## src/rtl/tail_light_input_conditioner_if.sv

```systemverilog
`default_nettype none
// ============================================================================
// Module      : tail_light_input_conditioner_if
// Description : Raw switch inputs and conditioned request/tick outputs.
// Revision    : 1.0 - initial release
// ============================================================================
interface tail_light_input_conditioner_if;
    logic [1:0] SW;
    logic       HAZ_KEY_N;
    logic       left_q;
    logic       right_q;
    logic       haz_q;
    logic       chg;
    logic       tick;

    modport master (
        output SW,
        output HAZ_KEY_N,
        input  left_q,
        input  right_q,
        input  haz_q,
        input  chg,
        input  tick
    );

    modport slave (
        input  SW,
        input  HAZ_KEY_N,
        output left_q,
        output right_q,
        output haz_q,
        output chg,
        output tick
    );
endinterface
`default_nettype wire

```

## src/rtl/tail_light_input_conditioner.sv

```systemverilog
`default_nettype none
// ============================================================================
// Module      : tail_light_input_conditioner
// Description : Sync, debounce and resolve turn/hazard inputs; step tick gen.
// Revision    : 1.0 - initial release
// ============================================================================
module tail_light_input_conditioner #(
    parameter int DB_CYCLES = 500000,
    parameter int TICK_DIV  = 2500000
) (
    input  wire logic                 ADC_CLK_10,
    input  wire logic                 RST_N,
    tail_light_input_conditioner_if.slave bus
);

    localparam int c_DB_W   = $clog2(DB_CYCLES + 1);
    localparam int c_TICK_W = $clog2(TICK_DIV);
    localparam logic [c_DB_W-1:0]   c_DB_LAST   = c_DB_W'(DB_CYCLES - 1);
    localparam logic [c_TICK_W-1:0] c_TICK_LAST = c_TICK_W'(TICK_DIV - 1);
    // Bit order {hazard_n, left, right}; idle means no switch and key released.
    localparam logic [2:0]          c_RAW_IDLE  = 3'b100;

    logic [2:0] w_raw;
    logic [2:0] r_sync1;
    logic [2:0] r_sync2;
    logic [2:0] w_sync;
    logic [2:0] w_stab;

    assign w_raw = {bus.HAZ_KEY_N, bus.SW[1], bus.SW[0]};

    always_ff @(posedge ADC_CLK_10 or negedge RST_N) begin
        if (!RST_N) begin
            r_sync1 <= c_RAW_IDLE;
            r_sync2 <= c_RAW_IDLE;
        end else begin
            r_sync1 <= w_raw;
            r_sync2 <= r_sync1;
        end
    end

    assign w_sync = {~r_sync2[2], r_sync2[1:0]};

    for (genvar gi = 0; gi < 3; gi++) begin : g_db
        logic [c_DB_W-1:0] r_cnt;
        logic              r_stab;

        always_ff @(posedge ADC_CLK_10 or negedge RST_N) begin
            if (!RST_N) begin
                r_cnt  <= '0;
                r_stab <= 1'b0;
            end else if (w_sync[gi] == r_stab) begin
                r_cnt  <= '0;
            end else if (r_cnt == c_DB_LAST) begin
                r_stab <= w_sync[gi];
                r_cnt  <= '0;
            end else begin
                r_cnt  <= r_cnt + 1'b1;
            end
        end

        assign w_stab[gi] = r_stab;
    end

    logic w_haz;
    logic w_left;
    logic w_right;
    logic w_chg;
    logic r_haz;
    logic r_left;
    logic r_right;
    logic r_chg;

    // Left and right together is treated as a hazard request.
    assign w_haz   = w_stab[2] | (w_stab[1] & w_stab[0]);
    assign w_left  = w_stab[1] & ~w_haz;
    assign w_right = w_stab[0] & ~w_haz;
    assign w_chg   = (w_haz != r_haz) | (w_left != r_left) | (w_right != r_right);

    always_ff @(posedge ADC_CLK_10 or negedge RST_N) begin
        if (!RST_N) begin
            r_haz   <= 1'b0;
            r_left  <= 1'b0;
            r_right <= 1'b0;
            r_chg   <= 1'b0;
        end else begin
            r_haz   <= w_haz;
            r_left  <= w_left;
            r_right <= w_right;
            r_chg   <= w_chg;
        end
    end

    logic [c_TICK_W-1:0] r_tick_cnt;
    logic                w_tick;

    assign w_tick = (r_tick_cnt == c_TICK_LAST);

    // A request change restarts the period so the sequencer sees a full step.
    always_ff @(posedge ADC_CLK_10 or negedge RST_N) begin
        if (!RST_N) begin
            r_tick_cnt <= '0;
        end else if (r_chg || w_tick) begin
            r_tick_cnt <= '0;
        end else begin
            r_tick_cnt <= r_tick_cnt + 1'b1;
        end
    end

    assign bus.left_q  = r_left;
    assign bus.right_q = r_right;
    assign bus.haz_q   = r_haz;
    assign bus.chg     = r_chg;
    assign bus.tick    = w_tick;

endmodule
`default_nettype wire

```

## src/flat_wrapper.sv

```systemverilog
// flat-port wrapper written by rule: the top's interface ports become plain ports
module tail_light_input_conditioner_flat 
#(
    parameter int DB_CYCLES = 500000,
    parameter int TICK_DIV  = 2500000
)
  (ADC_CLK_10, RST_N, bus_SW, bus_HAZ_KEY_N, bus_left_q, bus_right_q, bus_haz_q, bus_chg, bus_tick);
  tail_light_input_conditioner_if bus_i ();
  input  wire logic ADC_CLK_10;
  input  wire logic RST_N;
  input wire logic [$bits(bus_i.SW)-1:0] bus_SW;
  input wire logic [$bits(bus_i.HAZ_KEY_N)-1:0] bus_HAZ_KEY_N;
  output wire logic [$bits(bus_i.left_q)-1:0] bus_left_q;
  output wire logic [$bits(bus_i.right_q)-1:0] bus_right_q;
  output wire logic [$bits(bus_i.haz_q)-1:0] bus_haz_q;
  output wire logic [$bits(bus_i.chg)-1:0] bus_chg;
  output wire logic [$bits(bus_i.tick)-1:0] bus_tick;
  assign bus_i.SW = bus_SW;
  assign bus_i.HAZ_KEY_N = bus_HAZ_KEY_N;
  assign bus_left_q = bus_i.left_q;
  assign bus_right_q = bus_i.right_q;
  assign bus_haz_q = bus_i.haz_q;
  assign bus_chg = bus_i.chg;
  assign bus_tick = bus_i.tick;
  tail_light_input_conditioner #(.DB_CYCLES(DB_CYCLES), .TICK_DIV(TICK_DIV)) u_core (.ADC_CLK_10(ADC_CLK_10), .RST_N(RST_N), .bus(bus_i));
endmodule
```

## config.mk

```make
export PLATFORM = sky130hd
export DESIGN_NAME = tail_light_input_conditioner_flat
export DESIGN_NICKNAME = d
export VERILOG_FILES = /design/src/rtl/tail_light_input_conditioner_if.sv /design/src/rtl/tail_light_input_conditioner.sv /design/src/flat_wrapper.sv
export SDC_FILE = /design/constraint.sdc
export NUM_CORES = 1
export LEC_CHECK = 0
export CORE_MARGIN = 5
export CORE_UTILIZATION = 50
export CTS_BUF_LIST = sky130_fd_sc_hd__clkbuf_8
export DETAILED_ROUTE_END_ITERATION = 10
export GPL_ROUTABILITY_DRIVEN = 0
export PLACE_DENSITY_LB_ADDON = 0.12
export SETUP_SLACK_MARGIN = 0.15
export SLEW_MARGIN = 10
export SYNTH_ARGS = -nofsm -noshare
export SYNTH_HDL_FRONTEND = slang
export SYNTH_SLANG_ARGS = --single-unit
```

## constraint.sdc

```tcl
create_clock -name ADC_CLK_10 -period 4.9 [get_ports ADC_CLK_10]
set_input_delay 0.98 -clock ADC_CLK_10 [delete_from_list [all_inputs] [get_ports ADC_CLK_10]]
set_output_delay 0.98 -clock ADC_CLK_10 [all_outputs]
set_load 0.03 [all_outputs]
```

=== After elaboration in Yosys (flattened, before gate mapping) ===
Index checks and enable logic that the tools add are counted.

* Add/sub/neg operators: 4
* Multipliers: 0
* Div/mod/pow operators: 0
* Magnitude comparators: 0
* Equality and inequality tests: 10
* Shift-type cells: 0
* Muxes and demuxes: 7
* Bitwise logic cells: 11
* Reductions and logical operators: 4

{| class="wikitable"
|+ Operator list
! cell !! number
|-
| $mux 19 || 6
|-
| $add 19x1->19 const B || 3
|-
| $eq 19x19->1 const B || 3
|-
| $add 22x1->22 const B || 1
|-
| $eq 22x22->1 const B || 1
|-
| $mux 22 || 1
|-
| $reduce_and 2->1 || 3
|-
| $not 1->1 || 5
|-
| $and 1x1->1 || 3
|-
| $eq 1x1->1 || 3
|-
| $ne 1x1->1 || 3
|-
| $or 1x1->1 || 3
|-
| $logic_or 1x1->1 || 1
|}

* Register bits after elaboration: 92
* Latch bits: 0
* Memory bits (writable): 0
* ROM bits: 0
* Input port bits: 5
* Output and inout bits: 5
* Logic and storage cells: 49
* Memories: 0

=== Longest topological paths before layout ===
Gate-level depths: netlist of the first run.

* Depth in word-level cells: 7
* Gate-level depth with buffers: 7
* Depth with buffers taken out: 5

=== Worst setup path after synthesis of the first run ===
OpenSTA, ideal clock, no wires.

* Path kind: flip-flop to output port
* Start: reg u_core.r_tick_cnt[5]
* End: out bus_tick
* Arrival: 1.988 ns
* Data required time: 3.920 ns
* Path slack: 1.932 ns
* Stages on the path, launching flop included: 4
* Path buffers: 1
* Cell sequence: dfrtp_1 clkbuf_1 or4_1 nor4_1

* Word-level cells in the longest chain between the ends: 1

{| class="wikitable"
|+ Ends and longest elaborated chain
! what !! line !! text
|-
| from (decl) || tail_light_input_conditioner.sv:93 || <nowiki>logic [c_TICK_W-1:0] r_tick_cnt;</nowiki>
|-
| from (signal assigned) || tail_light_input_conditioner.sv:105 || <nowiki>r_tick_cnt <= r_tick_cnt + 1'b1;</nowiki>
|-
| $eq 22x22->1 || tail_light_input_conditioner.sv:96 || <nowiki>assign w_tick = (r_tick_cnt == c_TICK_LAST);</nowiki>
|-
| to (decl) || flat_wrapper.sv:17 || <nowiki>output wire logic [$bits(bus_i.tick)-1:0] bus_tick;</nowiki>
|}

No other way between the ends.

=== Final worst setup path of the first run ===
* Start: reg u_core.r_tick_cnt[12]
* End: out bus_tick

The elaborated chain is that of the path after synthesis.

==> results.md, run 1 <==
* Number of synthesized flops with an enable pin at 0
* Worst EP required at 3920 ps
* Post-DP Area at 0.004646 sq mm
* Vias in the first global route at 3165
* Initial core utilization at 51.28%
* Critical R2R Capture: u_core.r_tick_cnt[18]
* Final setup violation count at 0
* Number of library cell types mapped by synthesis at 38
* Die area at approximately 0.011 sq mm
* DRT iter0 DRCs at 95
* WL final at approximately 8 mm
* Share of cells above drive strength 1 at 6.034%
* First-pass GRT wire length at about 14 mm
* Hold Buf Count CTS at 0
* CTS Sinks at 92
* Num rows at 34
* Most frequent cell after synthesis: dfrtp_1
* Worst Hold Class: reg -> reg
* R2R Setup Slk at 2410 ps
* Syn Inst Count at 449
* Crit Path Class: reg -> out
* Status: completed
* Leak at 1.912 nW
* Yosys top cell area share at 50.60%
* Total track usage at 15.45%
* # Post-CTS Setup Buffers at 0
* Post-Synth XOR/XNOR Area at between 10% and 20%
* Hold depth at 0
* Sequential-to-total area share from yosys stat at 51.79%
* Antenna violations before repair at 0
* Max FO, Critical Path at 7
* CTS root buf: clkbuf_8
* Synth Area in Adders at 1.125%
* VDD IR max at 178.9 uV
* Final Util at 55.59%
* Largest net degree at the start of global routing at 50
* Clock transition at the registers of the reported paths at 80 ps
* Die width at 104.3 um
* Compound-gate portion of the synthesized area at 7.394%
* Post-Synth Simple-Gate Area at roughly a quarter
* Sequential Area at 0.002305 sq mm
* Ranking of synthesized cells by area: dfrtp_1 (51%), xnor2_1 (5.7%), nor2_1 (5.6%), xor2_1 (4.3%), nand4_1 (3.0%)
* FFs w/ async S/R, synth at 100.0%
* Number of H-tree levels at 3
* Mux share of post-synthesis cell area at less than 1%
* Drt drc at 0
* Final number of max-transition violations at 0
* Cts bufs inserted at 9
* Net Switching at 281.2 uW
* DR WL/cell at around 14 um
* Power Internal at 1.006 mW
* Via/cell ratio at 5.712
* Net Sw Frac at a little over a fifth
* Number of synthesis warnings at 0
* RR Startpoint: u_core.r_tick_cnt[12]
* Synthesized flop and latch total at 92
* ANT nets after route at 0
* Min-Delay Endpoint: u_core.r_sync2[1]
* Max transition margin at 20.60%
* First-pass iteration count of the detailed router at 5
* Main synth FF type: dfrtp_1
* Post-Route Setup TNS at 0 ps
* WP data arrival at 2400 ps
* Fillcell total at 792
* GRT overflow at 0
* Clock Path Buffers at 2
* Period utilisation layout at 68.95%
* Reg2Reg Depth at 4
* Num ports at 10
* Synth area leader: dfrtp_1
* Clock Skews at 6.358 ps
* Worst Setup End Kind: output pin
* Total power at 1.287 mW
* CTS tree: done
* DR vias at 3267
* Final hold vios at 0
* Avg Cell Area, Syn at 9.912 sq um
* Clock power frac at 36.7%
* RSZ-0062 raised after global routing: false
* Max Freq at 296.0 MHz
* Hold_ws at 354.5 ps
* Clk_lat worst skew at 340 ps
* Maxcap violations at 0
* Comb pwr share at 3.1%
* Worst Min Path Start: u_core.r_sync1[1]
* Final Net Count at between 400 and 500
* Cts repair resizes at 0
* Final min period at 3378 ps
* Largest family of logic cells by synthesized area: simple AND/OR/NAND/NOR gates
* Design area at 0.004825 sq mm
* Synth cell count leaders: dfrtp_1 (90), nor2_1 (66), xnor2_1 (29)
* CP Launch Type: register
* Diode count at 0
* Buffers on Ports at 9
* Power Dens Cells at 266.8 mW/mm^2
* Placeable core area at 0.008678 sq mm
* Worst-Margin Slew at 1183 ps
* Flop pwr share at 60.2%
* Die height at roughly 100 um
* Multi-input gate area at 0.002024 sq mm
* Mapped Area at 0.004451 sq mm
* Synthesized Nets at 458
* Area grow syn2layout at 8.406%
* DP HPWL at 5.404 mm
-- state kept, by name, summed over array words and instances, names as in the netlist --
name,count
u_core.g_db.r_cnt,57
u_core.r_tick_cnt,22
u_core.g_db.r_stab,3
u_core.r_sync1,3
u_core.r_sync2,3
u_core.bus.chg,1
u_core.bus.haz_q,1
u_core.bus.left_q,1
u_core.bus.right_q,1
-- power groups by stage --
stage          Combinational (mW)  Sequential (mW)  Clock, mW
2_1_floorplan              0.0184            0.789          0
3_3_place_gp               0.0414            0.790          0
3_5_place_dp               0.0418            0.790          0
4_1_cts                    0.0420            0.775      0.488
5_1_grt                    0.0476            0.777      0.522
6_report                   0.0400            0.775      0.472
-- stage by stage --
step | setup slack [ps] | std cells
final | 1522 | 572
after global routing | 1331 | 572
after CTS | 1517 | 572
after detailed placement | 1905 | 556
after global placement | 1896 | 556
after floorplan | 1932 | 449
-- layout make-up --
class | instances | area share (%)
flip-flops and latches | 92 | 47.77
inverters | 19 | 1.478
repair buffers | 12 | 2.282
clock buffers | 9 | 2.567
clock inverters | 7 | 1.141
multi-input cells | 325 | 41.96
well taps | 108 | 2.801
-- worst max path at each step --
stage / start / endpoint / slack (ps) / cells past startpoint
final: u_core.r_tick_cnt[12] / bus_tick / 1520 / 3
after global routing: u_core.r_tick_cnt[0] / bus_tick / 1330 / 5
after CTS: u_core.r_tick_cnt[12] / bus_tick / 1520 / 3
after detailed placement: u_core.r_tick_cnt[0] / bus_tick / 1910 / 5
after global placement: u_core.r_tick_cnt[12] / bus_tick / 1900 / 3
after floorplan: u_core.r_tick_cnt[5] / bus_tick / 1930 / 3
-- worst max-delay path: stages, from the launching register on --
cell and delay, ps:
dfrtp_1 450, or4_1 570, nor4_1 310, clkdlybuf4s50_1 730
-- cell families (layout without fill, tap and decap cells) --
logic type | count (synthesis) | in the layout
buffers and inverters | 32 | 47
flip-flops | 92 | 92
multiplexers | 3 | 3
AO/OA/AOI/OAI | 53 | 53
AND/OR/NAND/NOR | 214 | 214
XOR/XNOR | 51 | 51
adder cells (fa/ha/maj) | 4 | 4
-- routing by layer --
layer | vias to the layer above | share of wire [%] | track usage [%]
met5 | - | 0 | 0
met4 | 0 | 0.85 | 5.365
met3 | 6 | 2.5 | 3.476
met2 | 29 | 47 | 24.93
met1 | 1606 | 50 | 20.48
li1 | 1626 | - | -
-- cells in the final DEF, fill, tap and decap left out, types with 3 or more instances in the layout --
| master | synthesis | routed |
|---|---|---|
| a21oi_1 | 22 | 22 |
| and3_1 | 5 | 5 |
| and4_1 | 7 | 7 |
| buf_4 | 0 | 4 |
| clkbuf_8 | 0 | 9 |
| clkdlybuf4s50_1 | 0 | 8 |
| dfrtp_1 | 90 | 90 |
| ha_1 | 4 | 4 |
| inv_1 | 19 | 23 |
| nand2_1 | 24 | 24 |
| nand3_1 | 24 | 24 |
| nand4_1 | 21 | 21 |
| nor2_1 | 66 | 66 |
| nor3_1 | 12 | 12 |
| nor4_1 | 12 | 12 |
| nor4b_1 | 3 | 3 |
| nor4bb_1 | 4 | 4 |
| o21ai_0 | 10 | 10 |
| o21ai_1 | 3 | 3 |
| o31ai_1 | 12 | 12 |
| or3_1 | 9 | 9 |
| or4_1 | 16 | 16 |
| or4b_1 | 3 | 3 |
| xnor2_1 | 29 | 29 |
| xor2_1 | 22 | 22 |
(Power assumes the default switching activity.)
==> run 2, diff against run 1 <==
==> constraint.sdc (replaced) <==
create_clock -name ADC_CLK_10 -period 3.4 [get_ports ADC_CLK_10]
set_input_delay 0.68 -clock ADC_CLK_10 [delete_from_list [all_inputs] [get_ports ADC_CLK_10]]
set_output_delay 0.68 -clock ADC_CLK_10 [all_outputs]
set_load 0.03 [all_outputs]
==> results.md, run 2 (synthesis results as in run 1) <==
* Status: completed (unchanged)
* Initial core utilization at 51.28% (unchanged)
* CP Launch Type: register (unchanged)
* Top Registers: u_core.g_db.r_cnt x57, u_core.r_tick_cnt x22 (unchanged)
* Sequential Area at 0.002305 sq mm (unchanged)
* Final number of max-transition violations at 0 (unchanged)
* Worst-Margin Slew at 744.4 ps (was 1183 ps)
* Clock Path Buffers at 2 (unchanged)
* Cts bufs inserted at 9 (unchanged)
* ANT nets after route at 0 (unchanged)
* Largest register FFs at 57 (unchanged)
* Power Dens Cells at 396.1 mW/mm^2 (was 266.8 mW/mm^2)
* Num rows at 34 (unchanged)
* Most common cell after layout, fill and taps aside: dfrtp_1 (unchanged)
* RR Startpoint: u_core.r_tick_cnt[12] (unchanged)
* R2R Setup Slk at 1170 ps (was 2410 ps)
* Die width at 104.3 um (unchanged)
* CTS root buf: clkbuf_8 (unchanged)
* # Post-CTS Setup Buffers at 0 (unchanged)
* Max Freq at about 370 MHz
* Share of cells above drive strength 1 at 6.867% (was 6.034%)
* Via/cell ratio at 5.693 (was 5.712)
* Drt drc at 0 (unchanged)
* Clock Skews at 9.925 ps (was 6.358 ps)
* Placeable core area at 0.008678 sq mm (unchanged)
* Reg2Reg Depth at 4 (unchanged)
* Final Net Count at 470 (was 468)
* Final Util at 56.08% (was 55.59%)
* Total track usage at 16.05% (was 15.45%)
* Total power at 1.928 mW (was 1.287 mW)
* Cell Chain, Critical Path: or4_1, nor4_1, dlymetal6s2s_1 (was or4_1, nor4_1, clkdlybuf4s50_1)
* CTS tree: done (unchanged)
* Largest net degree at the start of global routing at 49 (was 50)
* Post-Route Setup TNS at 0 ps (unchanged)
* Design area at 0.004867 sq mm (was 0.004825 sq mm)
* DP HPWL at 5.626 mm (was 5.404 mm)
* Post-DP Area at 0.004661 sq mm (was 0.004646 sq mm)
* Clk_lat worst skew at 350 ps (was 340 ps)
* Max FO, Critical Path at 7 (unchanged)
* Die height at 104.3 um (unchanged)
* Worst Hold Class: in -> async (was reg -> reg)
* Fillcell total at 801 (was 792)
* Clock transition at the registers of the reported paths at 90 ps (was 80 ps)
* First-pass iteration count of the detailed router at 4 (was 5)
* GRT overflow at 0 (unchanged)
* Final min period at roughly 2700 ps
* Crit Path Class: reg -> out (unchanged)
* Worst Setup End Kind: output pin (unchanged)
* DR WL/cell at 14.41 um (was 14.03 um)
* WP data arrival at 2040 ps (was 2400 ps)
* Cts repair resizes at 0 (unchanged)
* CP max-delay cell: or4_1 (was clkdlybuf4s50_1)
* Die area at 0.01089 sq mm (unchanged)
* Diode count at 0 (unchanged)
* Max incr delay on CP at 590 ps (was 730 ps)
* Leak at 1.937 nW (was 1.912 nW)
* Max transition margin at 50.37% (was 20.60%)
* Num ports at 10 (unchanged)
* WL final at 8.273 mm (was 8.028 mm)
* First-pass GRT wire length at 14.68 mm (was 14.28 mm)
* VDD IR max at 232.8 uV (was 178.9 uV)
* Crit path launch: u_core.r_tick_cnt[12] (unchanged)
* DR vias at 3268 (was 3267)
* CTS Sinks at 92 (unchanged)
* Buffers on Ports at 9 (unchanged)
* Maxcap violations at 0 (unchanged)
* Number of H-tree levels at 3 (unchanged)
* Worst EP required at 2720 ps (was 3920 ps)
* DRT iter0 DRCs at 87 (was 95)
* Hold Buf Count CTS at 0 (unchanged)
* Final hold vios at 0 (unchanged)
* Vias in the first global route at 3201 (was 3165)
* Commonest non-fill, non-tap cells in the layout: dfrtp_1 (90), nor2_1 (66), xnor2_1 (29), nand3_1 (24), nand2_1 (24) (unchanged)
* Final setup violation count at 0 (unchanged)
* RSZ-0062 raised after global routing: false (unchanged)
* Antenna violations before repair at 0 (unchanged)
* Area grow syn2layout at 9.362% (was 8.406%)
* Multi-input gate area at 0.002024 sq mm (unchanged)
* Most flops, register: u_core.g_db.r_cnt (unchanged)
* Period utilisation layout at 80.08%
-- run 2: cell types whose count changed in the layout (fill, tap and decap cells not counted) --
cell,previous run,this run
buf_4,4,6
clkbuf_8,9,11
clkinv_2,2,0
clkinvlp_4,0,2
inv_1,23,21
clkdlybuf4s50_1,8,7
dlymetal6s2s_1,0,1
-- run 2: power by group --
part | total, mW | switching (mW) | internal, mW
clock network | 0.751 | 0.376 | 0.375
registers | 1.12 | 0.0110 | 1.11
logic | 0.0596 | 0.0424 | 0.0172
total | 1.93 | 0.429 | 1.50
-- run 2: worst max-delay path, delay by kind of cell, from the launching register on --
family                 cells  cell delay [ps]
buffers and inverters      1              330
DFF                        1              450
and+or+nand+nor            2              900
-- run 2: worst paths after layout --
kind | end
worst max-delay path | bus_tick
worst min-delay path | u_core.r_tick_cnt[12]
worst max register to register | u_core.r_tick_cnt[21]
worst min register to register | u_core.r_sync2[1]
max in group asynchronous | u_core.bus.right_q
min in group ADC_CLK_10 | u_core.r_sync2[1]
-- run 2: final cells by class --
| cell class | instances | share of cell area [%] |
|---|---|---|
| clock buffer | 11 | 3.111 |
| clock inverter | 5 | 1.080 |
| inverter | 19 | 1.465 |
| multi-input combinational | 325 | 41.59 |
| sequential | 92 | 47.35 |
| tap | 108 | 2.776 |
| timing repair buffer | 14 | 2.622 |
-- run 2: stage by stage --
stage,instances,setup WS (ps),hold WS (ps)
after detailed placement,558,663.8,339.4
final,574,677.3,319.2
after global placement,558,692.2,336.1
after floorplan,449,731.5,331.2
after CTS,574,248.0,339.3
after global routing,574,536.2,353.2
-- run 2: metal layers --
layer  share of wire (%)  wire length (um)  up-vias  global-route usage [%]
li1                    -                 -     1641                       -
met1                  49              4063     1591                   21.62
met2                  47              3917       29                   25.70
met3                 2.5               204        7                   3.911
met4                 1.1                87        0                   4.718
met5                   0                 0        -                       0
==> run 3, diff against run 2 <==
==> constraint.sdc (replaced) <==
create_clock -name ADC_CLK_10 -period 2.45 [get_ports ADC_CLK_10]
set_input_delay 0.49 -clock ADC_CLK_10 [delete_from_list [all_inputs] [get_ports ADC_CLK_10]]
set_output_delay 0.49 -clock ADC_CLK_10 [all_outputs]
set_load 0.03 [all_outputs]
==> results.md, run 3 (synthesis results as in run 1) <==
* Status: completed (unchanged)
* Total track usage at 15.98% (was 16.05%)
* Max FO, Critical Path at 5 (was 7)
* Post-Route Setup TNS at 0 ps (unchanged)
* Worst Setup End Kind: output pin (unchanged)
* Crit path launch: u_core.r_tick_cnt[5] (was u_core.r_tick_cnt[12])
* Worst EP required at 1960 ps (was 2720 ps)
* WP data arrival at 1770 ps (was 2040 ps)
* Cells after DPL at 562 (was 558)
* Maxcap violations at 0 (unchanged)
* DR vias at 3343 (was 3268)
* Clock Path Buffers at 2 (unchanged)
* Commonest non-fill, non-tap cells in the layout: dfrtp_1 (89), nor2_1 (66), xnor2_1 (29), nand3_1 (24), nand2_1 (24) (was dfrtp_1 (90), nor2_1 (66), xnor2_1 (29), nand3_1 (24), nand2_1 (24))
* Buffers on Ports at 9 (unchanged)
* Final Instance Count excl. Fillers at 584 (was 574)
* Diode count at 0 (unchanged)
* Flop pwr share at 50.8% (was 57.9%)
* Final number of max-transition violations at 0 (unchanged)
* Share of cells above drive strength 1 at 10.50% (was 6.867%)
* Worst Hold Class: in -> async (unchanged)
* M2 GR Usage at 25.16% (was 25.70%)
* Worst-Margin Slew at 658.6 ps (was 744.4 ps)
* DP HPWL at 5.649 mm (was 5.626 mm)
* Antenna violations before repair at 0 (unchanged)
* RR Startpoint: u_core.r_tick_cnt[7] (was u_core.r_tick_cnt[12])
* Top Registers: u_core.g_db.r_cnt x57, u_core.r_tick_cnt x22 (unchanged)
* Grt peak-use layer: met2 (unchanged)
* CTS tree: done (unchanged)
* WL final at 8.342 mm (was 8.273 mm)
* Drt drc at 0 (unchanged)
* Largest net degree at the start of global routing at 55 (was 49)
* Die height at 104.3 um (unchanged)
* Clock transition at the registers of the reported paths at 100 ps (was 90 ps)
* Max transition margin at 55.73% (was 50.37%)
* Met1 usage at 21.94% (was 21.62%)
* Initial core utilization at 51.28% (unchanged)
* Via/cell ratio at 5.724 (was 5.693)
* Vias in the first global route at 3298 (was 3201)
* CTS Sinks at 92 (unchanged)
* First-pass iteration count of the detailed router at 5 (was 4)
* Final setup violation count at 0 (unchanged)
* Number of H-tree levels at 3 (unchanged)
* Final Net Count at 480 (was 470)
* Cts bufs inserted at 9 (unchanged)
* DRT iter0 DRCs at 100 (was 87)
* Power Internal at 2.448 mW (was 1.499 mW)
* CP Launch Type: register (unchanged)
* Most flops, register: u_core.g_db.r_cnt (unchanged)
* Leak at 2.019 nW (was 1.937 nW)
* Clk_lat worst skew at 360 ps (was 350 ps)
* R2R Setup Slk at 390 ps (was 1170 ps)
* Die width at 104.3 um (unchanged)
* Design area at 0.005051 sq mm (was 0.004867 sq mm)
* Num ports at 10 (unchanged)
* Area grow syn2layout at 13.49% (was 9.362%)
* Final Util at 58.20% (was 56.08%)
* ANT nets after route at 0 (unchanged)
* CTS root buf: clkbuf_8 (unchanged)
* Clock power frac at 46.4% (was 39.0%)
* Max Freq at 443.1 MHz
* Comb pwr share at 2.9% (was 3.1%)
* Power Dens Cells at 604.6 mW/mm^2 (was 396.1 mW/mm^2)
* First-pass GRT wire length at 14.81 mm (was 14.68 mm)
* DR WL/cell at 14.28 um (was 14.41 um)
* Num rows at 34 (unchanged)
* Net Sw Frac at 19.86% (was 22.26%)
* Grt met3 use at 2.669% (was 3.911%)
* Final min period at ~2300 ps
* Placeable core area at 0.008678 sq mm (unchanged)
* Largest register FFs at 57 (unchanged)
* Net Switching at 606.5 uW (was 429.1 uW)
* Clock Skews at 13.93 ps (was 9.925 ps)
* Final hold vios at 0 (unchanged)
* RSZ-0062 raised after global routing: true (was false)
* VDD IR max at 381.2 uV (was 232.8 uV)
* GRT overflow at 0 (unchanged)
* Post-DP Area at 0.004707 sq mm (was 0.004661 sq mm)
* Die area at 0.01089 sq mm (unchanged)
* Crit Path Class: reg -> out (unchanged)
* Most common cell after layout, fill and taps aside: dfrtp_1 (unchanged)
* Period utilisation layout at 92.13%
## run 3: changes by cell type in the layout (fill, tap and decap cells not counted), sizes merged
cell | previous run | this run
clkbuf | 11 | 9
bufinv | 1 | 5
buf | 6 | 17
dlymetal6s2s | 1 | 0
clkinvlp | 2 | 0
## run 3: layout make-up
cell class / instances / area [sq um]
fill: 756 / 3627
sequential: 92 / 2306
multi-input combinational: 325 / 2042
timing repair buffer: 24 / 210.2
clock inverter: 7 / 162.7
tap: 108 / 135.1
clock buffer: 9 / 123.9
inverter: 19 / 71.32
## run 3: per-layer routing
| metal | up-vias | wire length (um) |
|---|---|---|
| li1 | 1644 | - |
| met1 | 1637 | 3969 |
| met2 | 50 | 4018 |
| met3 | 12 | 214 |
| met4 | 0 | 140 |
| met5 | - | 0 |
## run 3: power by group through the flow
| stage | Combinational, mW | Clock (mW) | Sequential, mW |
|---|---|---|---|
| after detailed placement | 0.0907 | 0 | 1.58 |
| after CTS | 0.0913 | 1.45 | 1.55 |
| after global placement | 0.0900 | 0 | 1.58 |
| after global routing | 0.104 | 1.51 | 1.55 |
| after floorplan | 0.0368 | 0 | 1.58 |
| final | 0.0872 | 1.42 | 1.55 |
## run 3: metrics by stage
| step | hold slack (ps) | power [mW] | setup slack, ps |
|---|---|---|---|
| after floorplan | 194.4 | 1.615 | 291.8 |
| after global placement | 335.6 | 1.670 | 471.6 |
| after detailed placement | 335.5 | 1.672 | 429.4 |
| after CTS | 100.8 | 3.089 | 151.8 |
| after global routing | 119.4 | 3.168 | 124.4 |
| final | 84.50 | 3.054 | 192.9 |
## run 3: repair_timing
action,CTS,global route
gates resized for setup,5,0
buffers inserted,4,2
endpoints found under the setup margin,1,1
hold buffers,0,0
## run 3: final timing paths
check | to | depth (start not counted)
worst max-delay path | bus_tick | 3
worst min-delay path | u_core.r_tick_cnt[13] | 1
worst max register to register | u_core.r_tick_cnt[21] | 4
worst min register to register | u_core.r_sync2[1] | 0
max in group asynchronous | u_core.r_sync1[2] | 2
min in group ADC_CLK_10 | u_core.r_sync2[1] | 0
## run 3: worst max-delay path: stages (launching register included)
cell	delay, ps
dfrtp_2	450
or4_4	500
nor4_2	250
buf_4	200
